<file path="src/rtl/hazard_ctrl.sv">
// hazard_ctrl: stall / flush / bubble control for the 5-stage MIPS pipeline.
// Detects load-use hazards, ID-resolved branches/jumps and data-memory wait
// states; a memory access stuck for MEM_TIMEOUT cycles latches a sticky error.
// Optional perf counters are built only when HAZARD_PERF_CNT_EN is defined.
module hazard_ctrl #(
  parameter int unsigned MEM_TIMEOUT = 16
) (
  input  logic        clk_i,
  input  logic        rst_i,
  input  logic [4:0]  ifid_rsaddr_i,
  input  logic [4:0]  ifid_rtaddr_i,
  input  logic        ifid_uses_rt_i,
  input  logic        idex_memread_i,
  input  logic [4:0]  idex_rtaddr_i,
  input  logic        branch_taken_i,
  input  logic        jump_i,
  input  logic        exmem_memreq_i,
  input  logic        dmem_ack_i,
  output logic        pc_write_o,
  output logic        ifid_write_o,
  output logic        ifid_flush_o,
  output logic        idex_bubble_o,
  output logic        stall_all_o,
  output logic        mem_err_o,
  output logic [31:0] stall_cnt_o,
  output logic [31:0] flush_cnt_o
);

  typedef enum logic [1:0] {RUN, WAIT, ERR} state_t;

  // wcnt holds the number of stalled cycles already elapsed, so the timeout
  // edge is the one ending stall cycle MEM_TIMEOUT.
  localparam logic [7:0] WCNT_LAST = 8'(MEM_TIMEOUT - 1);

  state_t     state, state_nx;
  logic [7:0] wcnt, wcnt_nx;
  logic       memstall, loaduse, redirect;

  assign memstall = exmem_memreq_i & ~dmem_ack_i;
  assign loaduse  = idex_memread_i & (idex_rtaddr_i != 5'd0) &
                    ((idex_rtaddr_i == ifid_rsaddr_i) |
                     (ifid_uses_rt_i & (idex_rtaddr_i == ifid_rtaddr_i)));
  assign redirect = branch_taken_i | jump_i;

  // State and wait-counter register.
  always_ff @(posedge clk_i or negedge rst_i) begin
    if (!rst_i) begin
      state <= RUN;
      wcnt  <= '0;
    end else begin
      state <= state_nx;
      wcnt  <= wcnt_nx;
    end
  end

  // Next-state: enter WAIT on a memory stall, leave on ack, escalate on timeout.
  always_comb begin
    state_nx = state;
    wcnt_nx  = wcnt;
    case (state)
      RUN: begin
        if (memstall) begin
          if (wcnt == WCNT_LAST) begin
            state_nx = ERR;
          end else begin
            state_nx = WAIT;
            wcnt_nx  = wcnt + 8'd1;
          end
        end
      end
      WAIT: begin
        if (dmem_ack_i) begin
          state_nx = RUN;
          wcnt_nx  = '0;
        end else if (wcnt == WCNT_LAST) begin
          state_nx = ERR;
        end else begin
          wcnt_nx = wcnt + 8'd1;
        end
      end
      ERR:     state_nx = ERR;
      default: begin
        state_nx = RUN;
        wcnt_nx  = '0;
      end
    endcase
  end

  // Pipeline controls, priority ERR > memstall > load-use > redirect.
  always_comb begin
    pc_write_o    = 1'b1;
    ifid_write_o  = 1'b1;
    ifid_flush_o  = 1'b0;
    idex_bubble_o = 1'b0;
    stall_all_o   = 1'b0;
    mem_err_o     = 1'b0;
    if (!rst_i) begin
      pc_write_o    = 1'b0;
      ifid_flush_o  = 1'b1;
      idex_bubble_o = 1'b1;
    end else if (state == ERR) begin
      pc_write_o   = 1'b0;
      ifid_write_o = 1'b0;
      stall_all_o  = 1'b1;
      mem_err_o    = 1'b1;
    end else if (memstall) begin
      pc_write_o   = 1'b0;
      ifid_write_o = 1'b0;
      stall_all_o  = 1'b1;
    end else if (loaduse) begin
      pc_write_o    = 1'b0;
      ifid_write_o  = 1'b0;
      idex_bubble_o = 1'b1;
    end else if (redirect) begin
      ifid_flush_o = 1'b1;
    end
  end

`ifdef HAZARD_PERF_CNT_EN
  logic [31:0] stall_cnt, flush_cnt;

  // Perf counters: cycles with PC held, cycles with IF/ID flushed.
  always_ff @(posedge clk_i or negedge rst_i) begin
    if (!rst_i) begin
      stall_cnt <= '0;
      flush_cnt <= '0;
    end else begin
      if (!pc_write_o)  stall_cnt <= stall_cnt + 32'd1;
      if (ifid_flush_o) flush_cnt <= flush_cnt + 32'd1;
    end
  end

  assign stall_cnt_o = stall_cnt;
  assign flush_cnt_o = flush_cnt;
`else
  assign stall_cnt_o = '0;
  assign flush_cnt_o = '0;
`endif

endmodule

</file>
<file path="config.mk">
export PLATFORM = sky130hd
export DESIGN_NAME = hazard_ctrl
export DESIGN_NICKNAME = d
export VERILOG_FILES = /design/src/rtl/hazard_ctrl.sv
export SDC_FILE = /design/constraint.sdc
export NUM_CORES = 1
export LEC_CHECK = 0
export CAP_MARGIN = 20
export CORE_MARGIN = 8
export CORE_UTILIZATION = 36
export DETAILED_ROUTE_END_ITERATION = 16
export PLACE_DENSITY_LB_ADDON = 0.2
export SLEW_MARGIN = 20
export SYNTH_ARGS = -nofsm -noshare
export SYNTH_HDL_FRONTEND = slang
export SYNTH_SLANG_ARGS = --single-unit
</file>
<file path="constraint.sdc">
create_clock -name clk_i -period 3.3 [get_ports clk_i]
set_input_delay 0.495 -clock clk_i [delete_from_list [all_inputs] [get_ports clk_i]]
set_output_delay 0.495 -clock clk_i [all_outputs]
set_load 0.02 [all_outputs]
</file>
==> results.toml <==
[run_status]
status = "finished, final reports clean"

[cts]
clk_latency_ns = 0.27
cts_buffers = 3
post_cts_resized = 0
htreeDepth = 1
cts_tree = "yes"
root_buffer = "clkbuf_4"
clock-sinks = 10
cts_setup_buffers = 0
postCtsHoldBufs = 0
clkTransAtPathRegs_ns = 0.06
clk_path_buf_depth = 2

[layout]
area_growth_pct = 12.3
final_cell_mix = "conb_1, clkdlybuf4s50_1, o21ai_0"
final_nets = 205
drive_gt1_share_pct = 6.11
diodes = 0
final_common_cell = "conb_1"

[sta]
setup-violations-final = 0
slew_headroom_pct = 64.5
rsz0062_at_grt = "false"
worst_pin_slew_ns = 0.533
timing.final.ws_setup_ns = 0.216
max_freq_mhz = 324
setup_tns_ns = 0
slew_violations = 0
skew_ns = 0.00796
finalHoldViolations = 0
min_period_ns = 3.08
post-route-period-util_pct = 93.5

[logic_synthesis]
netlist_instances = 147
yosys.cell_types.count = 30
synth_area_leader_cell = "buf_4"
synthArstFlopShare_pct = 100
ys_seq_area_share_pct = 21.3
synth-seq-cells = 10
synth_ff_type = "dfrtp_1"
avgSynthCellArea_um2 = 8.01
synth_top_area_share_pct = 40.8
synth_area_leaders = "buf_4, dfrtp_1, xor2_1"
synth_edf_count = 0
syn-cell-area_um2 = 1180
synth_warnings = 0

[critical_path]
crit_type = "input port to output port"
endpoint_kind = "output port"
crit_required_ns = 2.80
critPathMaxFanout = 3
slowest_delay_ns = 0.63
worstPathCellList = "clkdlybuf4s50_1, or4_1, o21ai_0, nor2_1, nor3_1, clkdlybuf4s50_1"
critical_path_arrival_ns = 2.59
rr_endpoint = "wcnt[1]$_DFFE_PN0P_"
r2r_slack_ns = 1.64
crit_start = "idex_rtaddr_i[1]"
r2r_start = "wcnt[4]$_DFFE_PN0P_"
crit_family = "buffers and inverters"
slowest_stage = "clkdlybuf4s50_1"
cp_num_buf_inv = 2
start_kind = "input port"
cp.depth = 6
crit_path_frequent_cell = "clkdlybuf4s50_1"
r2r_cells = 4

[detailed_routing]
dr.pass1.iters = 4
routed_wirelength_um = 2590
wl_per_cell_um = 11.6
drc_errors = 0
final_antenna_net_count = 0
via_per_inst = 3.85
via_count = 863
drt_first_iter_violations = 37

[worst_hold_path]
min_from = "wcnt[0]$_DFFE_PN0P_"
holdPathEnd = "wcnt[0]$_DFFE_PN0P_"
min_path_cells = 1
hold_path.class = "flop to flop"

[floorplan]
io_pins = 93
die_w_um = 73.2
dieArea_um2 = 5360
placementRows = 20
initial_core_util_pct = 38.3
die_h_um = 73.2
coreArea_um2 = 3080

[power_and_ir_drop]
power_density_nw_per_um2 = 276
p_leak_uw = 0.000656
swShare_pct = 37.1
power.internal_uw = 229
power_frac_seq_pct = 34.0
switching_power_uw = 135
clkPwrFrac_pct = 30.0
combPwrFrac_pct = 36.0
ir_drop_v = 0.000251

[global_routing]
antenna_found_initial = 0
grt.total_usage_pct = 9.27
grt_overflow_total = 0
grt_max_degree = 11
grt_pass1_wl_um = 4060
grt_pass1_vias = 853

[placed_design]
hpwlAfterDp_um = 2260
gp_congestion = 0.819
port_buffers = 28
place_ws_ns = 0.106

[job]
drv_cap = 0
-- power groups by stage --
stage	clock network [uW]	logic, uW	registers (uW)
global placement	0	127	126
floorplan	0	142	126
global route	120	141	124
detailed placement	0	127	126
finish	109	131	124
CTS	115	128	124
-- Yosys cell counts (2+ instances only) --
cell and n:
a21oi_1 2, xnor2_1 3, nor3_1 2, dfrtp_1 10
nand2_1 10, and3_1 3, xor2_1 9, nor2_1 8
buf_4 64, inv_1 2, o21ai_0 13, o31ai_1 3
-- cell families after synthesis --
logic type | synth area share [%]
buffers and inverters | 41.8
AO/OA/AOI/OAI | 13.2
AND/OR/NAND/NOR | 13.5
adder cells (fa/ha/maj) | 1.06
XOR/XNOR | 8.93
other | 0.319
flip-flops | 21.3
-- cell type report --
type	instances	area [um2]
inverters	3	11.3
clock buffers	4	36.3
well taps	44	55.1
multi-input cells	133	672
flip-flops and latches	10	250
repair buffers	30	298
fillers	327	1760
-- through the flow --
stage	instance area (um2)	utilization (%)	hold slack (ns)	power, uW	std cells
final	1320	43.0	0.517	365	224
after global routing	1320	43.0	0.552	385	224
after CTS	1320	42.9	0.522	367	224
after detailed placement	1280	41.7	0.510	254	220
after global placement	1280	41.7	0.505	253	220
after floorplan	1410	-	0.199	268	210
-- worst max path at each step --
| stage | end | slack (ns) |
|---|---|---|
| floorplan | ifid_flush_o | 0.94 |
| finish | pc_write_o | 0.22 |
| global route | ifid_write_o | 0.05 |
| detailed placement | ifid_flush_o | 0.11 |
| CTS | ifid_flush_o | 0.1 |
| global placement | ifid_flush_o | 0.10 |
-- metal layers --
metal  GRT usage, %  wire (um)
met1           11.2       1170
met2           15.0       1110
met3           4.53        309
met4          0.667          0
met5              0          0
-- registers in the layout (all words and copies together) (netlist names) --
name,flops
wcnt,8
state,2
(Power assumes the default switching activity.)
